### config.mk
export PLATFORM = sky130hd
export DESIGN_NAME = qchannel_ctrl
export DESIGN_NICKNAME = d
export VERILOG_FILES = /design/src/rtl/qchannel_ctrl.sv
export SDC_FILE = /design/constraint.sdc
export NUM_CORES = 1
export LEC_CHECK = 0
export CORE_MARGIN = 4
export CORE_UTILIZATION = 45
export CTS_BUF_LIST = sky130_fd_sc_hd__clkbuf_8
export DETAILED_ROUTE_END_ITERATION = 6
export PLACE_DENSITY = 0.71
export RECOVER_POWER = 25
export SYNTH_ARGS = -nofsm -noshare
export SYNTH_HDL_FRONTEND = slang
export SYNTH_SLANG_ARGS = --single-unit
### constraint.sdc
create_clock -name wb_clk_i -period 2.1 [get_ports wb_clk_i]
set_input_delay 0.315 -clock wb_clk_i [delete_from_list [all_inputs] [get_ports wb_clk_i]]
set_output_delay 0.315 -clock wb_clk_i [all_outputs]
set_load 0.01 [all_outputs]
### src/rtl/qchannel_ctrl.sv
`default_nettype none
// ============================================================================
// Module   : qchannel_ctrl
// Brief    : Q-channel low-power handshake controller that quiesces a Wishbone
//            peripheral before accepting, or denies when it cannot drain.
// Revision : 1.0  initial release
// ============================================================================
module qchannel_ctrl #(
    parameter int NUM_BUSY    = 1,
    parameter int SYNC_STAGES = 2,
    parameter int TMO_W       = 8,
    parameter int DRAIN_TMO   = 255,
    parameter int DENY_EN     = 1
) (
    input  logic                wb_clk_i,
    input  logic                wb_rst_i,
    input  logic                qreqn,
    output logic                qacceptn,
    output logic                qdeny,
    output logic                qactive,
    input  logic                wb_cyc_i,
    input  logic [NUM_BUSY-1:0] busy_i,
    input  logic                wake_i,
    output logic                bus_en_o,
    output logic                periph_en_o,
    output logic [2:0]          state_o
);

    typedef enum logic [2:0] {
        ST_STOPPED = 3'd0,
        ST_RUN     = 3'd1,
        ST_DRAIN   = 3'd2,
        ST_DENIED  = 3'd3
    } state_t;

    localparam logic             c_DENY_EN  = (DENY_EN != 0);
    localparam logic             c_TMO_EN   = (DRAIN_TMO != 0);
    localparam logic [TMO_W-1:0] c_TMO_LAST = TMO_W'(DRAIN_TMO - 1);
    localparam logic [TMO_W-1:0] c_TMO_MAX  = '1;

    state_t           r_state;
    state_t           w_state_nxt;
    logic [TMO_W-1:0] r_tmo;
    logic             r_qacceptn;
    logic             r_qdeny;
    logic             r_bus_en;
    logic             r_periph_en;
    logic             w_qreqn_s;
    logic             w_busy_any;
    logic             w_tmo_hit;

    // Synchroniser resets to 0 so the block comes up as if a request were pending.
    generate
        if (SYNC_STAGES == 0) begin : g_nosync
            assign w_qreqn_s = qreqn;
        end else begin : g_sync
            logic [SYNC_STAGES-1:0] r_sync;
            always_ff @(posedge wb_clk_i) begin
                if (wb_rst_i) begin
                    r_sync <= '0;
                end else begin
                    r_sync[0] <= qreqn;
                    for (int i = 1; i < SYNC_STAGES; i++) begin
                        r_sync[i] <= r_sync[i-1];
                    end
                end
            end
            assign w_qreqn_s = r_sync[SYNC_STAGES-1];
        end
    endgenerate

    assign w_busy_any = |busy_i;
    assign w_tmo_hit  = c_TMO_EN && (r_tmo == c_TMO_LAST);

    // Withdrawal beats accept so qacceptn never falls after qreqn has risen.
    always_comb begin
        w_state_nxt = r_state;
        case (r_state)
            ST_STOPPED: if (w_qreqn_s) w_state_nxt = ST_RUN;
            ST_RUN:     if (!w_qreqn_s && !wb_cyc_i) w_state_nxt = ST_DRAIN;
            ST_DRAIN: begin
                if (w_qreqn_s)
                    w_state_nxt = ST_RUN;
                else if (!w_busy_any)
                    w_state_nxt = ST_STOPPED;
                else if (c_DENY_EN && (wb_cyc_i || w_tmo_hit))
                    w_state_nxt = ST_DENIED;
            end
            ST_DENIED:  if (w_qreqn_s) w_state_nxt = ST_RUN;
            default:    w_state_nxt = ST_STOPPED;
        endcase
    end

    always_ff @(posedge wb_clk_i) begin
        if (wb_rst_i) begin
            r_state     <= ST_STOPPED;
            r_tmo       <= '0;
            r_qacceptn  <= 1'b0;
            r_qdeny     <= 1'b0;
            r_bus_en    <= 1'b0;
            r_periph_en <= 1'b0;
        end else begin
            r_state     <= w_state_nxt;
            r_qacceptn  <= (w_state_nxt != ST_STOPPED);
            r_qdeny     <= (w_state_nxt == ST_DENIED);
            r_bus_en    <= (w_state_nxt == ST_RUN);
            r_periph_en <= (w_state_nxt != ST_STOPPED);
            if (r_state != ST_DRAIN)
                r_tmo <= '0;
            else if (r_tmo != c_TMO_MAX)
                r_tmo <= r_tmo + 1'b1;
        end
    end

    assign qacceptn    = r_qacceptn;
    assign qdeny       = r_qdeny;
    assign bus_en_o    = r_bus_en;
    assign periph_en_o = r_periph_en;
    assign state_o     = r_state;
    assign qactive     = wake_i | wb_cyc_i | w_busy_any;

endmodule
`default_nettype wire

* Word level (Yosys, flattened, before mapping)
Index checks and enable logic that the tools add are counted.
** Storage, ports and cells
- Output and inout bits :: 8
- Register bits :: 16
- Bits of input ports :: 6
** Operators by class
- $add $sub $neg :: 1
- Reductions and logical operators :: 8
- Bitwise gates (word level) :: 2
- Mux-type cells :: 6
- Equal/unequal tests :: 8
** Operator list (number)
- $mux W3 :: 5
- $eq A3 B2 Y1 const B :: 3
- $pmux W3 S3 :: 1
- $add A8 B1 Y8 const B :: 1
- $eq A8 B8 Y1 const B :: 1
- $ne A8 B8 Y1 const B :: 1
- $eq A3 B1 Y1 const B :: 2
- $reduce_or A2 Y1 :: 2
- $logic_not A3 Y1 :: 1
- $ne A3 B2 Y1 const B :: 1
- $reduce_bool A3 Y1 :: 1
- $logic_not A1 Y1 :: 2
- $or A1 B1 Y1 :: 2
- $logic_and A1 B1 Y1 :: 1
- $logic_or A1 B1 Y1 :: 1

* Depth between registers and ports, before layout
Gate-level depths: netlist (run 1).
- Depth after elaboration :: 7
- Gate-level depth with buffers :: 6

* Least setup slack after synthesis (run 1)
No wires, ideal clock.
- Path type :: register to register
- Start point :: reg r_state[0], in the netlist state_o[0]
- End point :: reg r_qdeny, in the netlist qdeny
- Setup time :: 70 ps
- Period minus slack after synthesis :: 1473 ps
- Data required time :: 2030 ps
- Arrival :: 1403 ps
- Slack :: 627 ps
- Stages on the path, launching flop included :: 5
- Path through :: dfxtp_1 -> buf_4 -> or3b_1 -> a2111o_1 -> a21oi_1
** Between the ends
- Longest elaborated chain between the ends :: 5
- Elaborated cells between the ends (all ways) :: 12
- Those cells by class :: 4 x eq/ne; 6 x mux; 2 x reduce/logical
** RTL lines
- from (decl) :: RTL line 41 : state_t r_state;
- from (signal assigned) :: RTL line 103 : r_state <= w_state_nxt;
- $mux W3 :: RTL line 86 : else if (c_DENY_EN && (wb_cyc_i || w_tmo_hit))
- $mux W3 :: RTL line 84 : else if (!w_busy_any)
- $mux W3 :: RTL line 82 : if (w_qreqn_s)
- $pmux W3 S3 * :: RTL line 78 : case (r_state)
- $eq A3 B2 Y1 * :: RTL line 105 : r_qdeny <= (w_state_nxt == ST_DENIED);
- to (signal assigned) :: RTL line 105
- to (decl) :: RTL line 45 : logic r_qdeny;
Every way passes the cells marked *; elsewhere a longest branch is shown, timed or not.
A chain may end at the register's enable or synchronous reset.

* Worst setup path in the final report (run 1)
- Start point :: in wb_cyc_i
- End point :: out qactive
** Between the ends
- Longest elaborated chain between the ends :: 2
** RTL lines
- from (decl) :: RTL line 21 : input logic wb_cyc_i,
- $or A1 B1 Y1 (2 in series) :: RTL line 120 : assign qactive = wake_i | wb_cyc_i | w_busy_any;
- to (decl) :: RTL line 20 : output logic qactive,
No other way between the ends.

==> results of run 1 <==
-- cell usage after synthesis, drive strengths merged --
cell type | instances | area share
a31oi | 1 | 0.0089
o211ai | 1 | 0.011
nand2b | 1 | 0.0089
buf | 2 | 0.021
nor2 | 6 | 0.032
nor3 | 2 | 0.014
inv | 5 | 0.027
or2 | 1 | 0.0089
xnor2 | 3 | 0.037
or3 | 1 | 0.0089
a2111o | 1 | 0.016
a211oi | 1 | 0.011
a22oi | 1 | 0.011
and3 | 4 | 0.035
nor4b | 2 | 0.025
nand3 | 6 | 0.042
nand3b | 1 | 0.011
xor2 | 1 | 0.012
nor2b | 3 | 0.027
nand2 | 3 | 0.016
dfxtp | 16 | 0.45
mux2i | 1 | 0.014
or3b | 1 | 0.012
ha | 2 | 0.035
a32oi | 1 | 0.012
a2bb2oi | 1 | 0.012
o21ai | 4 | 0.028
nand4 | 1 | 0.0089
conb | 1 | 0.0053
a21oi | 5 | 0.035
-- how the worst min path moves through the flow --
stage,depth (start not counted),start,end
after floorplan,1,wb_rst_i,g_sync.r_sync[0]
after global placement,1,g_sync.r_sync[0],g_sync.r_sync[1]
after detailed placement,1,g_sync.r_sync[0],g_sync.r_sync[1]
after CTS,1,g_sync.r_sync[0],g_sync.r_sync[1]
after global routing,1,g_sync.r_sync[0],g_sync.r_sync[1]
final,1,g_sync.r_sync[0],g_sync.r_sync[1]
-- sequential cells by signal, indices dropped and copies added, names as in the netlist --
signal	flops
r_tmo	8
state_o	3
qdeny	1
periph_en_o	1
bus_en_o	1
g_sync.r_sync	2
-- per-layer routing --
layer	up-vias	part of all wire	track usage
met2	18	0.44	0.184
met4	0	0.0095	0.0806
met3	2	0.054	0.0451
met1	267	0.49	0.190
met5	-	0	0
li1	307	-	-
-- cell families (layout without fill, tap and decap cells) --
| logic type | after synthesis | in the layout | synth area share |
|---|---|---|---|
| and+or+nand+nor | 32 | 32 | 0.250 |
| buffers and inverters | 7 | 22 | 0.0478 |
| xor gates and xnor gates | 4 | 4 | 0.0496 |
| adders and majority gates | 2 | 2 | 0.0354 |
| AOI/OAI and AO/OA | 16 | 16 | 0.145 |
| other | 1 | 1 | 0.00530 |
| muxes | 1 | 1 | 0.0142 |
| DFF | 16 | 16 | 0.453 |
-- area by class of cell --
cell class              instances  area (um2)
fillers                       125         592
well taps                      16        20.0
inverters                       5        18.8
multi-input cells              56         353
clock buffers                   4        55.1
repair buffers                 13         130
flip-flops and latches         16         320
-- worst max-delay path, cell delays in order --
cell and delay, ns:
clkdlybuf4s50_1 0.47, or3_1 0.37, clkdlybuf4s50_1 0.49
-- stage by stage --
stage	cells	setup slack, ns
global route	110	0.117
global placement	106	0.177
CTS	110	0.144
floorplan	79	0.627
detailed placement	106	0.149
finish	110	0.139
-- power by group through the flow --
| stage | logic [uW] | clock network, uW | registers [uW] |
|---|---|---|---|
| after floorplan | 11.7 | 0 | 319 |
| after global placement | 30.9 | 0 | 319 |
| after detailed placement | 30.9 | 0 | 319 |
| after CTS | 31.3 | 278 | 312 |
| after global routing | 34.1 | 290 | 313 |
| final | 30.9 | 267 | 312 |
-- cell usage in the layout (no fill, tap or decap), types with 3 or more instances in the layout --
cell / n
a21oi_1: 5
and3_1: 4
clkbuf_8: 4
clkdlybuf4s50_1: 11
dfxtp_1: 16
inv_1: 5
nand2_1: 3
nand3_1: 6
nor2_1: 6
nor2b_1: 3
o21ai_0: 3
xnor2_1: 3
==> impl_metrics.py, run 1 <==
metrics = {
    "grt": {
        "grt_pass1_wl_um": 2150,
        "antenna_found_initial": 0,
        "track_usage": 0.138,
        "grt_pass1_vias": 474,
        "grt_max_degree": 11,
        "gr-total-overflow": 0,
    },
    "power": {
        "clock_power_share": 0.437,
        "p_sw_uw": 117,
        "p_leak_uw": 0.000347,
        "p_comb_frac": 0.051,
        "cellPowerDensity_nw_per_um2": 680,
        "p_seq_frac": 0.512,
        "p_sw_frac": 0.192,
        "intPower_uw": 493,
        "p_total_uw": 610,
        "ir_drop_mv": 0.407,
    },
    "flow_run": {
        "maxCapViolations": 0,
    },
    "logic_synthesis": {
        "syn_inst": 79,
        "syn-cell-area_um2": 707,
        "synth_cell_types": 31,
        "ys_seq_elements": 16,
        "synth_warnings": 0,
        "syn_nets": 87,
        "seq_area_frac_synth": 0.453,
        "syn_avg_cell_area_um2": 8.95,
    },
    "finish": {
        "syn2layout_area_growth_pct": 26.9,
        "antenna_cells": 0,
        "nets": 103,
        "fin_area_um2": 897,
        "fin_util": 0.603,
        "drive_above_1_share": 0.0532,
    },
    "clocking": {
        "cts_setup_buffers": 0,
        "cts_tree": "done",
        "clkLatencyLatePin_ns": 0.25,
        "cts_max_level": 1,
        "ctsResizeCount": 0,
        "clkTransAtPathRegs_ns": 0.06,
        "postCtsHoldBufs": 0,
        "cts.sinks": 16,
        "cts_root_buffer": "clkbuf_8",
        "cts_buffer_depth": 2,
        "cts-buffers-inserted": 3,
    },
    "drt": {
        "ant_nets": 0,
        "detail_route.first_pass.iterations": 4,
        "drc": 0,
        "wl_per_cell_um": 11.5,
        "viasPerCell": 5.40,
        "num_vias": 594,
        "drt-initial-drc-count": 16,
        "totalWireLength_um": 1270,
    },
    "setup_path": {
        "worst-r2r-cell-count": 3,
        "setup.worst_path.start": "wb_cyc_i",
        "required_ns": 1.78,
        "crit_fanout": 5,
        "end_kind": "output pin",
        "r2r-start": "state_o[0]",
        "critical_path_class": "input pin to output pin",
        "endpoint": "qactive",
        "worstPathArrival_ns": 1.65,
        "critPathLaunchType": "input pin",
        "r2r_setup_slack_ns": 0.55,
        "regToRegEndpoint": "qdeny",
    },
    "placed_design": {
        "dpl-instance-area_um2": 842,
        "gp_congestion": 0.781,
        "dp_hpwl_um": 910,
        "io_buffer_count": 13,
    },
    "outcome": {
        "run_status": "finished clean",
    },
    "timing": {
        "finalSetupTns_ns": 0,
        "rsz0062_at_grt": "false",
        "timing.final.crit_period_ns": 1.96,
        "clock_skew_ns": 0.00138,
        "max_freq_mhz": 510,
        "timing.hold.ws_ns": 0.441,
        "setup_viol": 0,
        "maxSlewViolCount": 0,
        "final_hold_viol_count": 0,
        "min_period_over_period": 0.934,
    },
    "die": {
        "rows": 14,
        "die-area_um2": 2270,
        "io_pins": 14,
        "start_util": 0.475,
        "die_x_um": 47.6,
        "die_y_um": 47.6,
        "coreArea_um2": 1490,
    },
    "min_path": {
        "holdCritPathClass": "flop to flop",
    },
}
No activity file was read; power rests on OpenSTA's default activity.
==> run 2, diff against run 1 <==
- DONT_BUFFER_PORTS: not set -> 1
- PLACE_DENSITY: 0.71 -> 0.63
==> run 2 against run 1 <==
  * Fmax up 23%
  * First-iteration DRC count shrank 50%
  * Flip-flop and latch count unchanged
  * Critical endpoint is now qdeny
  * Largest cell class unchanged
  * Worst setup slack better by 0.37 ns
  * Critical path depth is the same
  * Clock power decreased by 2%
==> impl_metrics.py, run 2 (synthesis results as in run 1) <==
metrics = {
    "timing": {
        "rsz0062_at_grt": "false",
        "clock_skew_ns": 0.00263,
        "timing.final.crit_period_ns": 1.60,
        "maxSlewViolCount": 0,
        "finalSetupTns_ns": 0,
        "timing.hold.ws_ns": 0.138,
        "final_hold_viol_count": 0,
        "setup_viol": 0,
        "min_period_over_period": 0.760,
        "max_freq_mhz": 627,
    },
    "grt": {
        "grt_pass1_vias": 475,
        "grt_pass1_wl_um": 2040,
        "gr-total-overflow": 0,
        "grt_use_met2": 0.193,
        "antenna_found_initial": 0,
        "grt_use_met3": 0.0414,
        "track_usage": 0.126,
        "grt_max_degree": 11,
        "busiest_layer": "met2",
        "grtUsageMet1": 0.164,
    },
    "setup_path": {
        "r2r_setup_slack_ns": 0.50,
        "critical_path_class": "flop to flop",
        "crit_chain": "or3b_1 -> a2111o_1 -> a21oi_1",
        "end_kind": "flop",
        "cpPeakStageDelay_ns": 0.52,
        "critPathLaunchType": "flop",
        "required_ns": 2.27,
        "crit_fanout": 10,
        "crit_slowest_cell": "dfxtp_1",
        "worstPathArrival_ns": 1.76,
    },
    "power": {
        "cellPowerDensity_nw_per_um2": 765,
        "p_total_uw": 587,
        "ir_drop_mv": 0.396,
        "p_leak_uw": 0.000295,
    },
    "drt": {
        "viasPerCell": 5.68,
        "drt-initial-drc-count": 8,
        "totalWireLength_um": 1170,
        "drc": 0,
        "ant_nets": 0,
        "wl_per_cell_um": 12.1,
        "num_vias": 551,
        "detail_route.first_pass.iterations": 4,
    },
    "finish": {
        "drive_above_1_share": 0.0617,
        "n_fill_cell": 140,
        "finalNonFillerCells": 97,
        "layout_commonest_cell": "dfxtp_1",
        "syn2layout_area_growth_pct": 8.50,
        "antenna_cells": 0,
        "final_cell_mix": "dfxtp_1 (16), nor2_1 (6), nand3_1 (6)",
        "regMostFlops": "r_tmo",
        "largest_reg_flops": 8,
        "nets": 90,
    },
    "clocking": {
        "cts-buffers-inserted": 3,
        "clkLatencyLatePin_ns": 0.24,
        "cts_root_buffer": "clkbuf_8",
        "clkTransAtPathRegs_ns": 0.06,
        "cts_tree": "done",
        "cts_max_level": 1,
        "cts.sinks": 16,
        "postCtsHoldBufs": 0,
        "cts_buffer_depth": 2,
        "ctsResizeCount": 0,
        "cts_setup_buffers": 0,
    },
    "die": {
        "die_x_um": 47.6,
        "coreArea_um2": 1490,
        "rows": 14,
        "die-area_um2": 2270,
        "start_util": 0.475,
        "die_y_um": 47.6,
        "io_pins": 14,
    },
    "placed_design": {
        "dp_hpwl_um": 888,
        "gp_congestion": 0.744,
        "io_buffer_count": 0,
        "dp_cells": 93,
    },
    "outcome": {
        "run_status": "finished clean",
    },
    "flow_run": {
        "maxCapViolations": 0,
    },
    "min_path": {
        "holdCritPathClass": "input pin to flop",
    },
}
[run 2: cell types whose count changed in the layout (fill, tap and decap cells not counted)]
| cell | delta |
|---|---|
| dlygate4sd3_1 | -2 |
| clkdlybuf4s50_1 | -11 |
[run 2: worst max-delay path: cells and delay by family (launching register included)]
family | cells | cell delay (ns)
and+or+nand+nor | 1 | 0.40
AOI/OAI and AO/OA | 2 | 0.60
DFF | 1 | 0.52
[run 2: final timing paths]
kind | start | endpoint | depth (start not counted)
worst max-delay path | state_o[0] | qdeny | 3
worst min-delay path | wb_rst_i | g_sync.r_sync[1] | 1
worst max register to register | state_o[0] | qdeny | 3
worst min register to register | g_sync.r_sync[0] | g_sync.r_sync[1] | 1
[run 2: per-layer routing]
metal | part of all wire | routed length (um) | vias to the layer above
li1 | - | - | 282
met1 | 0.50 | 584 | 261
met2 | 0.45 | 525 | 6
met3 | 0.041 | 48 | 2
met4 | 0.010 | 12 | 0
met5 | 0 | 0 | -
[run 2: report_power, final]
group | switching (uW) | total [uW] | internal (uW) | leakage (uW)
Combinational | 5.26 | 11.0 | 5.71 | 0.000137
Clock | 96.3 | 262 | 166 | 0.0000288
Sequential | 6.15 | 314 | 308 | 0.000130
[run 2: area by class of cell]
type / instances / area, um2 / share of cell area
sequential: 16 / 320 / 0.418
clock buffer: 4 / 55.1 / 0.0718
multi-input combinational: 56 / 353 / 0.460
inverter: 5 / 18.8 / 0.0245
tap: 16 / 20.0 / 0.0261
[run 2: metrics by stage]
stage | area, um2 | utilization | worst slack (ns)
after floorplan | 707 | - | 0.627
after global placement | 712 | 0.478 | 0.574
after detailed placement | 712 | 0.478 | 0.527
after CTS | 767 | 0.515 | 0.506
after global routing | 767 | 0.515 | 0.423
final | 767 | 0.515 | 0.505
